===== config.mk =====
export PLATFORM = sky130hd
export DESIGN_NAME = pia_multiport_flat
export DESIGN_NICKNAME = d
export VERILOG_FILES = /design/src/rtl/pia_pkg.sv /design/src/rtl/pia_multiport_if.sv /design/src/rtl/pia_port.sv /design/src/rtl/pia_multiport.sv /design/src/flat_wrapper.sv
export SDC_FILE = /design/constraint.sdc
export NUM_CORES = 1
export LEC_CHECK = 0
export CORE_MARGIN = 3
export CORE_UTILIZATION = 55
export DETAILED_ROUTE_END_ITERATION = 7
export GPL_TIMING_DRIVEN = 0
export PLACE_DENSITY = 0.89
export SLEW_MARGIN = 0
export SYNTH_ARGS = -nofsm -noshare
export SYNTH_HDL_FRONTEND = slang
export SYNTH_SLANG_ARGS = --single-unit

===== constraint.sdc =====
create_clock -name enable -period 2.6 [get_ports enable]
set_input_delay 0.52 -clock enable [delete_from_list [all_inputs] [get_ports enable]]
set_output_delay 0.52 -clock enable [all_outputs]
set_load 0.02 [all_outputs]

===== src/rtl/pia_pkg.sv =====
// Shared constants and types for the multiport PIA: control-register bit
// positions, C2 output modes, C2 sequencer states and the pulse counter width.
package pia_pkg;

   localparam int CR_IRQ1   = 7;
   localparam int CR_IRQ2   = 6;
   localparam int CR_C2DIR  = 5;
   localparam int CR_C2M1   = 4;
   localparam int CR_C2M0   = 3;
   localparam int CR_ORSEL  = 2;
   localparam int CR_C1EDGE = 1;
   localparam int CR_C1EN   = 0;

   localparam int PCNT_W = 4;

   typedef enum logic [1:0] {
      C2_HANDSHAKE = 2'b00,
      C2_PULSE     = 2'b01,
      C2_LOW       = 2'b10,
      C2_HIGH      = 2'b11
   } c2_mode_e;

   typedef enum logic [1:0] {
      C2S_IDLE   = 2'b00,
      C2S_HSWAIT = 2'b01,
      C2S_PULSE  = 2'b10
   } c2_state_e;

endpackage


===== src/rtl/pia_multiport_if.sv =====
// CPU-side register bus of the multiport PIA. The CPU decode is the master,
// the PIA is the slave; DO is the registered read data returned by the PIA.
interface pia_multiport_if #(
   parameter int PORT_W = 8,
   parameter int RS_W   = 2
);
   logic              cs;
   logic              rw;
   logic [RS_W-1:0]   RS;
   logic [PORT_W-1:0] DI;
   logic [PORT_W-1:0] DO;

   modport master (output cs, output rw, output RS, output DI, input DO);
   modport slave  (input cs, input rw, input RS, input DI, output DO);
endinterface


===== src/rtl/pia_port.sv =====
// One PIA peripheral port: CR/DDR/OR registers, C1/C2 synchronisers and
// edge flags, the C2 output sequencer (handshake / pulse / static) and irq.
module pia_port
   import pia_pkg::*;
#(
   parameter int PORT_W       = 8,
   parameter int PULSE_CYCLES = 1,
   parameter bit WSTROBE      = 1'b0
) (
   input  logic              clk_i,
   input  logic              nreset_i,
   input  logic              acc_i,
   input  logic              rw_i,
   input  logic              rs0_i,
   input  logic [PORT_W-1:0] di_i,
   input  logic [PORT_W-1:0] pi_i,
   input  logic              c1_i,
   input  logic              c2i_i,
   output logic [PORT_W-1:0] po_o,
   output logic [PORT_W-1:0] pdir_o,
   output logic [PORT_W-1:0] rdata_o,
   output logic              c2o_o,
   output logic              irq_o
);

   localparam logic [PCNT_W-1:0] PULSE_LOAD = PCNT_W'(PULSE_CYCLES);

   logic [5:0]        cr_q, cr_d;
   logic              flag1_q, flag1_d, flag2_q, flag2_d;
   logic [PORT_W-1:0] or_q, or_d, ddr_q, ddr_d;
   logic [2:0]        c1_sync_q, c2_sync_q;
   logic              irq_q, irq_d;
   c2_state_e         state_q, state_d;
   logic [PCNT_W-1:0] cnt_q, cnt_d;
   logic              c2o_q, c2o_d;
   c2_mode_e          mode;

   logic or_sel, data_acc, cr_wr, trigger, clr, set1, set2;

   // Sync stages: [0] first flop, [1] second flop, [2] previous value for edge compare
   assign or_sel   = cr_q[CR_ORSEL];
   assign data_acc = acc_i & ~rs0_i & or_sel;
   assign cr_wr    = acc_i & ~rw_i & rs0_i;
   assign trigger  = data_acc & (WSTROBE ? ~rw_i : rw_i);
   assign clr      = data_acc & rw_i;
   assign set1     = cr_q[CR_C1EDGE] ? (c1_sync_q[1] & ~c1_sync_q[2])
                                     : (~c1_sync_q[1] & c1_sync_q[2]);
   assign set2     = ~cr_q[CR_C2DIR] &
                     (cr_q[CR_C2M1] ? (c2_sync_q[1] & ~c2_sync_q[2])
                                    : (~c2_sync_q[1] & c2_sync_q[2]));

   // Register writes, flag set/clear (set wins) and irq from the new flag values
   always_comb begin
      cr_d  = cr_q;
      or_d  = or_q;
      ddr_d = ddr_q;
      if (acc_i && !rw_i) begin
         if (rs0_i)       cr_d  = di_i[5:0];
         else if (or_sel) or_d  = di_i;
         else             ddr_d = di_i;
      end
      flag1_d = set1 | (flag1_q & ~clr);
      flag2_d = set2 | (flag2_q & ~clr);
      irq_d   = ~((flag1_d & cr_d[CR_C1EN]) |
                  (flag2_d & cr_d[CR_C2M0] & ~cr_d[CR_C2DIR]));
   end

   // C2 output sequencer next state; a CR write restarts it in the new mode
   always_comb begin
      state_d = state_q;
      cnt_d   = cnt_q;
      c2o_d   = 1'b1;
      mode    = c2_mode_e'(cr_q[CR_C2M1:CR_C2M0]);
      if (cr_wr) begin
         state_d = C2S_IDLE;
         cnt_d   = '0;
         c2o_d   = ~(cr_d[CR_C2DIR] & (c2_mode_e'(cr_d[CR_C2M1:CR_C2M0]) == C2_LOW));
      end else if (cr_q[CR_C2DIR]) begin
         case (mode)
            C2_HANDSHAKE: begin
               if (trigger) begin
                  state_d = C2S_HSWAIT;
                  c2o_d   = 1'b0;
               end else if (state_q == C2S_HSWAIT) begin
                  if (set1) state_d = C2S_IDLE;
                  else      c2o_d   = 1'b0;
               end
            end
            C2_PULSE: begin
               if (trigger) begin
                  state_d = C2S_PULSE;
                  cnt_d   = PULSE_LOAD;
                  c2o_d   = 1'b0;
               end else if (state_q == C2S_PULSE) begin
                  if (cnt_q > PCNT_W'(1)) begin
                     cnt_d = cnt_q - PCNT_W'(1);
                     c2o_d = 1'b0;
                  end else begin
                     cnt_d   = '0;
                     state_d = C2S_IDLE;
                  end
               end
            end
            C2_LOW:  c2o_d = 1'b0;
            default: c2o_d = 1'b1;
         endcase
      end else begin
         state_d = C2S_IDLE;
         cnt_d   = '0;
      end
   end

   // Read data for this port: CR with flags, pin/OR mix, or DDR
   always_comb begin
      rdata_o = '0;
      if (rs0_i)       rdata_o[7:0] = {flag1_q, flag2_q, cr_q};
      else if (or_sel) rdata_o = (or_q & ddr_q) | (pi_i & ~ddr_q);
      else             rdata_o = ddr_q;
   end

   // Registers, flags and synchronisers; reset preloads the syncs with the pins
   always_ff @(posedge clk_i) begin
      if (!nreset_i) begin
         cr_q      <= '0;
         or_q      <= '0;
         ddr_q     <= '0;
         flag1_q   <= 1'b0;
         flag2_q   <= 1'b0;
         irq_q     <= 1'b1;
         c1_sync_q <= {3{c1_i}};
         c2_sync_q <= {3{c2i_i}};
      end else begin
         cr_q      <= cr_d;
         or_q      <= or_d;
         ddr_q     <= ddr_d;
         flag1_q   <= flag1_d;
         flag2_q   <= flag2_d;
         irq_q     <= irq_d;
         c1_sync_q <= {c1_sync_q[1], c1_sync_q[0], c1_i};
         c2_sync_q <= {c2_sync_q[1], c2_sync_q[0], c2i_i};
      end
   end

   // C2 sequencer state register; reset abandons any pulse or handshake
   always_ff @(posedge clk_i) begin
      if (!nreset_i) begin
         state_q <= C2S_IDLE;
         cnt_q   <= '0;
         c2o_q   <= 1'b1;
      end else begin
         state_q <= state_d;
         cnt_q   <= cnt_d;
         c2o_q   <= c2o_d;
      end
   end

   assign po_o   = or_q;
   assign pdir_o = ddr_q;
   assign c2o_o  = c2o_q;
   assign irq_o  = irq_q;

endmodule


===== src/rtl/pia_multiport.sv =====
// Multiport PIA top: register-select decode, per-port instances and the
// registered DO read mux. Define PIA_IRQ_COMBINED_EN to add irq_any.
module pia_multiport
   import pia_pkg::*;
#(
   parameter int         NUM_PORTS    = 2,
   parameter int         PORT_W       = 8,
   parameter int         PULSE_CYCLES = 1,
   parameter logic [7:0] WSTROBE_MASK = 8'b0000_0010,
   parameter int         RS_W         = $clog2(NUM_PORTS) + 1
) (
   input  logic                        enable,
   input  logic                        nreset,
   pia_multiport_if.slave              bus,
   input  logic [NUM_PORTS*PORT_W-1:0] PI,
   output logic [NUM_PORTS*PORT_W-1:0] PO,
   output logic [NUM_PORTS*PORT_W-1:0] PDIR,
   input  logic [NUM_PORTS-1:0]        C1,
   input  logic [NUM_PORTS-1:0]        C2I,
   output logic [NUM_PORTS-1:0]        C2O,
   output logic [NUM_PORTS-1:0]        irq
`ifdef PIA_IRQ_COMBINED_EN
   ,
   output logic                        irq_any
`endif
);

   logic [RS_W-1:0]   idx;
   logic [PORT_W-1:0] rdata [NUM_PORTS];
   logic [PORT_W-1:0] rd_mux;
   logic [PORT_W-1:0] do_q, do_d;

   // Upper RS bits pick the port; indices with no port match nothing
   assign idx = bus.RS >> 1;

   for (genvar g = 0; g < NUM_PORTS; g++) begin : g_port
      pia_port #(
         .PORT_W       (PORT_W),
         .PULSE_CYCLES (PULSE_CYCLES),
         .WSTROBE      (WSTROBE_MASK[g])
      ) u_port (
         .clk_i    (enable),
         .nreset_i (nreset),
         .acc_i    (bus.cs && (idx == RS_W'(g))),
         .rw_i     (bus.rw),
         .rs0_i    (bus.RS[0]),
         .di_i     (bus.DI),
         .pi_i     (PI[g*PORT_W +: PORT_W]),
         .c1_i     (C1[g]),
         .c2i_i    (C2I[g]),
         .po_o     (PO[g*PORT_W +: PORT_W]),
         .pdir_o   (PDIR[g*PORT_W +: PORT_W]),
         .rdata_o  (rdata[g]),
         .c2o_o    (C2O[g]),
         .irq_o    (irq[g])
      );
   end

   // Read mux over the ports; zero for a non-read or unpopulated index
   always_comb begin
      rd_mux = '0;
      for (int i = 0; i < NUM_PORTS; i++) begin
         if (idx == RS_W'(i)) rd_mux = rdata[i];
      end
      do_d = (bus.cs && bus.rw) ? rd_mux : '0;
   end

   // DO register, loaded on every cycle so idle cycles return zero
   always_ff @(posedge enable) begin
      if (!nreset) do_q <= '0;
      else         do_q <= do_d;
   end

   assign bus.DO = do_q;

`ifdef PIA_IRQ_COMBINED_EN
   // Every irq bit is a flop with the same reset, so their AND has irq timing
   assign irq_any = &irq;
`endif

endmodule


===== src/flat_wrapper.sv =====
// flat-port wrapper written by rule: the top's interface ports become plain ports
module pia_multiport_flat import pia_pkg::*;
#(
   parameter int         NUM_PORTS    = 2,
   parameter int         PORT_W       = 8,
   parameter int         PULSE_CYCLES = 1,
   parameter logic [7:0] WSTROBE_MASK = 8'b0000_0010,
   parameter int         RS_W         = $clog2(NUM_PORTS) + 1
)
  (enable, nreset, PI, PO, PDIR, C1, C2I, C2O, irq, bus_cs, bus_rw, bus_RS, bus_DI, bus_DO);
  pia_multiport_if #(.PORT_W(PORT_W), .RS_W(RS_W)) bus_i ();
  input  logic enable;
  input  logic nreset;
  input  logic [NUM_PORTS*PORT_W-1:0] PI;
  output logic [NUM_PORTS*PORT_W-1:0] PO;
  output logic [NUM_PORTS*PORT_W-1:0] PDIR;
  input  logic [NUM_PORTS-1:0] C1;
  input  logic [NUM_PORTS-1:0] C2I;
  output logic [NUM_PORTS-1:0] C2O;
  output logic [NUM_PORTS-1:0] irq;
  input wire logic [$bits(bus_i.cs)-1:0] bus_cs;
  input wire logic [$bits(bus_i.rw)-1:0] bus_rw;
  input wire logic [$bits(bus_i.RS)-1:0] bus_RS;
  input wire logic [$bits(bus_i.DI)-1:0] bus_DI;
  output wire logic [$bits(bus_i.DO)-1:0] bus_DO;
  assign bus_i.cs = bus_cs;
  assign bus_i.rw = bus_rw;
  assign bus_i.RS = bus_RS;
  assign bus_i.DI = bus_DI;
  assign bus_DO = bus_i.DO;
  pia_multiport #(.NUM_PORTS(NUM_PORTS), .PORT_W(PORT_W), .PULSE_CYCLES(PULSE_CYCLES), .WSTROBE_MASK(WSTROBE_MASK), .RS_W(RS_W)) u_core (.enable(enable), .nreset(nreset), .bus(bus_i), .PI(PI), .PO(PO), .PDIR(PDIR), .C1(C1), .C2I(C2I), .C2O(C2O), .irq(irq));
endmodule

* Word level (Yosys, flattened, before mapping) *
Cells that the tools add are included.

operators by class
  $add $sub $neg = 2
  order comparisons = 2
  equal/unequal tests = 18
  muxes and demuxes = 56
  bitwise logic cells = 70
  reductions and logical operators = 26

operators by type and width
  cell                                                                   count
  8-bit two-way mux                                                      6
  1-bit AND                                                              33
  8-bit AND                                                              4
  2-bit two-way mux                                                      12
  4-bit two-way mux                                                      6
  6-bit two-way mux                                                      4
  3-bit != test, second input constant                                   8
  1-bit inverter                                                         23
  1-bit two-way mux                                                      20
  8-bit inverter                                                         2
  8-bit bitwise OR                                                       2
  2-bit equality test, second input constant                             6
  3-bit two-way mux                                                      4
  3-bit AND reduction                                                    4
  2-bit AND reduction                                                    5
  5-bit AND reduction                                                    2
  2-bit by 1-bit equality test with 1-bit output, second input constant  4
  4-bit by 1-bit > comparator with 1-bit output, second input constant   2
  2-bit case mux with 2 select lines                                     2
  2-bit nonzero test                                                     4
  4-bit by 1-bit subtractor with 4-bit output, second input constant     2
  2-bit zero test                                                        3
  1-bit bitwise OR                                                       6
  1-bit case mux with 3 select lines                                     2
  other kinds (3)                                                        8

word-level totals
  flip-flop bits (word level) = 84
  input bits = 34
  output and inout bits = 44
  logic and storage cells = 199

* Logic depth before layout (Yosys ltp) *
  word-level depth = 12
  mapped depth = 6
  mapped depth without buffers = 6

* By module *
From an unflattened synthesis, not the netlist that was laid out.

second synthesis, totals
  cells, all modules = 464
  area total of the unflattened synthesis = 4022.6 um2

modules (own cells, without submodules)
  module                              times used  cells an instance  area each (um2)  seq. area each (um2)
  pia_port (u_core.g_port[0].u_port)  1           218                1904.3           760.7
  pia_port (u_core.g_port[1].u_port)  1           218                1815.5           760.7
  pia_multiport                       1           28                 302.8            160.2

* Least setup slack after synthesis *
OpenSTA, ideal clock, no wires.

  kind = input port to flip-flop
  start = in bus_RS[1]
  end = reg u_core.g_port[0].u_port.flag1_q
  setup time = 115 ps
  arrival = 1745 ps
  required time = 2485 ps
  setup slack = 740 ps
  stages = 6
  path buffers = 2
  cell sequence = buf_2 or3b_1 or2_1 buf_2 a21o_1 and2_1

between the ends
  word-level cells in the longest chain between the ends = 8

ends and longest elaborated chain
  element                 RTL line             source
  start, declared         flat_wrapper.sv:23   input wire logic [$bits(bus_i.RS)-1:0] bus_RS;
  2-bit zero test         pia_multiport.sv:44  .acc_i (bus.cs && (idx == RS_W'(g))),
  1-bit logical AND       pia_multiport.sv:44
  1-bit AND (2 in a row)  pia_port.sv:42       assign data_acc = acc_i & ~rs0_i & or_sel;
  1-bit AND               pia_port.sv:45       assign clr = data_acc & rw_i;
  1-bit inverter          pia_port.sv:62       flag1_d = set1 | (flag1_q & ~clr);
  1-bit AND               pia_port.sv:62
  1-bit bitwise OR        pia_port.sv:62
  end signal, assigned    pia_port.sv:136      flag1_q <= flag1_d;
  end, declared           pia_port.sv:29       logic flag1_q, flag1_d, flag2_q, flag2_d;

No other way between the ends.
A chain may end at the register's enable or synchronous reset.

* Worst setup path after layout *
  start = in bus_RS[0]
  end = reg u_core.g_port[1].u_port.irq_q

between the ends
  word-level cells in the longest chain between the ends = 11
  elaborated cells on any way between the ends = 17
  those cells by class = mux: 2; bitwise: 15

ends and longest elaborated chain
  element                   RTL line                        source
  1-bit inverter (no line)  n/a
  1-bit AND (2 in a row)    pia_port.sv:42
  1-bit AND                 pia_port.sv:45
  1-bit inverter            pia_port.sv:62, pia_port.sv:63
  1-bit AND                 pia_port.sv:63                  flag2_d = set2 | (flag2_q & ~clr);
  1-bit bitwise OR          pia_port.sv:63
  1-bit AND (2 in a row)    pia_port.sv:65                  (flag2_d & cr_d[CR_C2M0] & ~cr_d[CR_C2DIR]));
  1-bit bitwise OR *        pia_port.sv:64                  irq_d = ~((flag1_d & cr_d[CR_C1EN]) |
  1-bit inverter *          pia_port.sv:64
  end signal, assigned      pia_port.sv:138                 irq_q <= irq_d;
  end, declared             pia_port.sv:32                  logic irq_q, irq_d;

Mark *: on every way between the ends. The rest lies on a longest branch, timed or not.

==> load_flow_metrics.sql <==
INSERT INTO impl_metrics (metric_group, metric, value, unit) VALUES
('timing', 'report.final.slew_viol_count', '0', ''),
('final_layout', 'num_antenna_cells', '0', ''),
('timing', 'fin_setup_tns', '0', 'ns'),
('global_routing', 'gr-total-overflow', '0', ''),
('final_layout', 'regArea', '1680', 'sq um'),
('setup_path', 'slowest_delay', '0.66', 'ns'),
('routing', 'final_antenna_net_count', '0', ''),
('logic_synthesis', 'synth-seq-cells', '84', ''),
('min_path', 'worst_hold_path_type', 'flop to flop', ''),
('logic_synthesis', 'post_synth_xor_area_fraction', '0.00434', ''),
('floorplanning', 'die_w', '91.6', 'um'),
('timing', 'max_slew_margin', '0.546', ''),
('setup_path', 'critical_path_required', '2.88', 'ns'),
('global_routing', 'grt_pass1_wl', '19000', 'um'),
('clock_network', 'tritoncts_num_sinks', '84', ''),
('min_path', 'worst_hold_startpoint', 'u_core.g_port[0].u_port.c1_sync_q[0]', ''),
('routing', 'detail_route.vias_per_cell', '6.08', ''),
('setup_path', 'critical_path.cell_chain', 'clkdlybuf4s50_1, clkbuf_1, nand4b_1, mux2i_1, a2bb2oi_1', ''),
('pwr', 'cellLeakagePower', '1.81', 'nW'),
('routing', 'wire_per_inst', '18.2', 'um'),
('floorplanning', 'core.rowCount', '30', ''),
('timing', 'layout_min_cycle_time', '2.45', 'ns'),
('floorplanning', 'area_of_the_die', '8400', 'sq um'),
('clock_network', 'cts_buffer_depth', '2', ''),
('timing', 'setup_slack', '0.145', 'ns'),
('logic_synthesis', 'synth_area', '4030', 'sq um'),
('routing', 'totalWireLength', '11900', 'um'),
('logic_synthesis', 'synth_top_family_by_area', 'simple AND/OR/NAND/NOR gates', ''),
('setup_path', 'cp_max_fo', '10', ''),
('place', 'dpl.hpwl', '8630', 'um'),
('place', 'pre_cts_setup_slack', '-0.110', 'ns'),
('floorplanning', 'design.portCount', '78', ''),
('final_layout', 'final_layout_size_suffix_gt1_frac', '0.0632', ''),
('final_layout', 'final_cell_mix', 'sky130_fd_sc_hd__dfxtp_1 (84), sky130_fd_sc_hd__clkdlybuf4s50_1 (74), sky130_fd_sc_hd__nand2_1 (65)', ''),
('final_layout', 'final.fill_count', '506', ''),
('timing', 'finalHoldViolations', '0', ''),
('setup_path', 'worst-endpoint-arrival', '2.73', 'ns'),
('timing', 'rsz_0062_raised_after_global_routing', 'false', ''),
('routing', 'drt_pre_antenna_iters', '5', ''),
('logic_synthesis', 'area_fraction_in_compound_gates_after_synthesis', '0.206', ''),
('clock_network', 'clkLatencyLatePin', '0.36', 'ns'),
('logic_synthesis', 'synthesis.nets', '502', ''),
('clock_network', 'cts.root.buffer_cell', 'sky130_fd_sc_hd__clkbuf_8', ''),
('clock_network', 'cts_hold_bufs', '0', ''),
('setup_path', 'critical_path_endpoint_category', 'flop', ''),
('logic_synthesis', 'post_synth_fa_ha_maj_area_fraction', '0.0124', ''),
('final_layout', 'multiInputGateArea', '2120', 'sq um'),
('floorplanning', 'die_height', '91.6', 'um'),
('place', 'port_buffers', '74', ''),
('setup_path', 'worst_setup_path_start_kind', 'input port', ''),
('global_routing', 'initial_antenna_violation_count', '0', ''),
('floorplanning', 'floorplan.initialDensity', '0.581', ''),
('logic_synthesis', 'synth.yosys.warnings', '0', ''),
('timing', 'fmax', '407', 'MHz'),
('clock_network', 'ctsResizeCount', '0', ''),
('timing', 'max_slew.worst_pin.slew', '0.679', 'ns'),
('logic_synthesis', 'synthMuxAreaShare', '0.0701', ''),
('timing', 'finalHoldWorstSlack', '0.433', 'ns'),
('pwr', 'net_sw_frac', '0.250', ''),
('logic_synthesis', 'syn_inst', '464', ''),
('global_routing', 'grt_pass1_vias', '3778', ''),
('logic_synthesis', 'seq_area_frac_synth', '0.417', ''),
('pwr', 'clock_power_share', '0.396', ''),
('timing', 'fin_crit_sh', '0.944', ''),
('setup_path', 'critical_path.reg2reg.startpoint', 'u_core.g_port[0].u_port.cr_q[2]', ''),
('global_routing', 'gr-usage-all-layers', '0.284', ''),
('clock_network', 'cts_htree_levels', '3', ''),
('logic_synthesis', 'yosys.cell_types.count', '56', ''),
('place', 'place_congestion', '0.881', ''),
('pwr', 'sequential_power_share', '0.506', ''),
('run_status', 'status', 'finished, final reports clean', '');
## state kept, by name, indices dropped and copies added, names as in the netlist
signal and flops:
u_core.g_port.u_port.pdir_o 16, u_core.g_port.u_port.po_o 16, u_core.g_port.u_port.cr_q 12, u_core.bus.DO 8, u_core.g_port.u_port.cnt_q 8, u_core.g_port.u_port.c1_sync_q 6
u_core.g_port.u_port.c2_sync_q 6, u_core.g_port.u_port.state_q 4, u_core.g_port.u_port.c2o_o 2, u_core.g_port.u_port.flag1_q 2, u_core.g_port.u_port.flag2_q 2, u_core.g_port.u_port.irq_o 2
## area by class of cell
class,count,share of cell area
Buffer,34,0.0296
Clock buffer,9,0.0242
Clock inverter,7,0.0191
Inverter,22,0.0161
Multi-Input combinational cell,324,0.414
Sequential cell,84,0.329
Tap cell,96,0.0235
Timing Repair Buffer,74,0.145
## synth_stat cells (all sizes together), types with 13 or more instances
library cell	number	area, sq um
dfxtp	84	1680
nand2	65	244
nor2b	27	169
a21boi	26	195
mux2i	26	260
inv	22	82.6
clkbuf	20	75.1
a21oi	19	95.1
nor2	16	60.1
buf	14	76.3
o21ai	14	70.1
a211oi	13	97.6
nand2b	13	81.3
## final timing paths
check / cells after the start / endpoint / slack (ns)
max: 5 / u_core.g_port[1].u_port.irq_o / 0.15
min: 2 / u_core.g_port[0].u_port.c1_sync_q[1] / 0.43
max reg2reg: 5 / u_core.bus.DO[3] / 0.73
min reg2reg: 2 / u_core.g_port[0].u_port.c1_sync_q[1] / 0.43
## worst max-delay path, delay by kind of cell
kind | cells | cell delay, ns
and+or+nand+nor | 1 | 0.48
AOI/OAI and AO/OA | 1 | 0.23
buffers and inverters | 2 | 1.08
muxes | 1 | 0.41
## through the flow
stage / cells / cell area (sq um)
after floorplan: 464 / 4030
after global placement: 634 / 4890
after detailed placement: 634 / 4890
after CTS: 650 / 5120
after global routing: 650 / 5120
final: 650 / 5120
## cell families (layout without fill, tap and decap cells)
kind of cell	after synthesis	after routing
buffers and inverters	56	146
adder cells (fa/ha/maj)	4	4
AND/OR/NAND/NOR	173	173
multiplexers	27	27
XOR/XNOR	2	2
flip-flops	84	84
AO/OA/AOI/OAI	118	118
## power by group through the flow
stage / Sequential [mW] / Combinational (mW) / Clock, mW
final: 1.34 / 0.257 / 1.05
after global routing: 1.34 / 0.273 / 1.10
after CTS: 1.34 / 0.253 / 1.04
after detailed placement: 1.37 / 0.250 / 0
after global placement: 1.37 / 0.246 / 0
after floorplan: 1.37 / 0.125 / 0
## per-layer routing
layer	share of wire	vias up	GRT usage
li1	-	1819	-
met1	0.42	1910	0.369
met2	0.48	183	0.470
met3	0.071	39	0.0517
met4	0.024	0	0.108
met5	0	-	0
(Power assumes the default switching activity.)
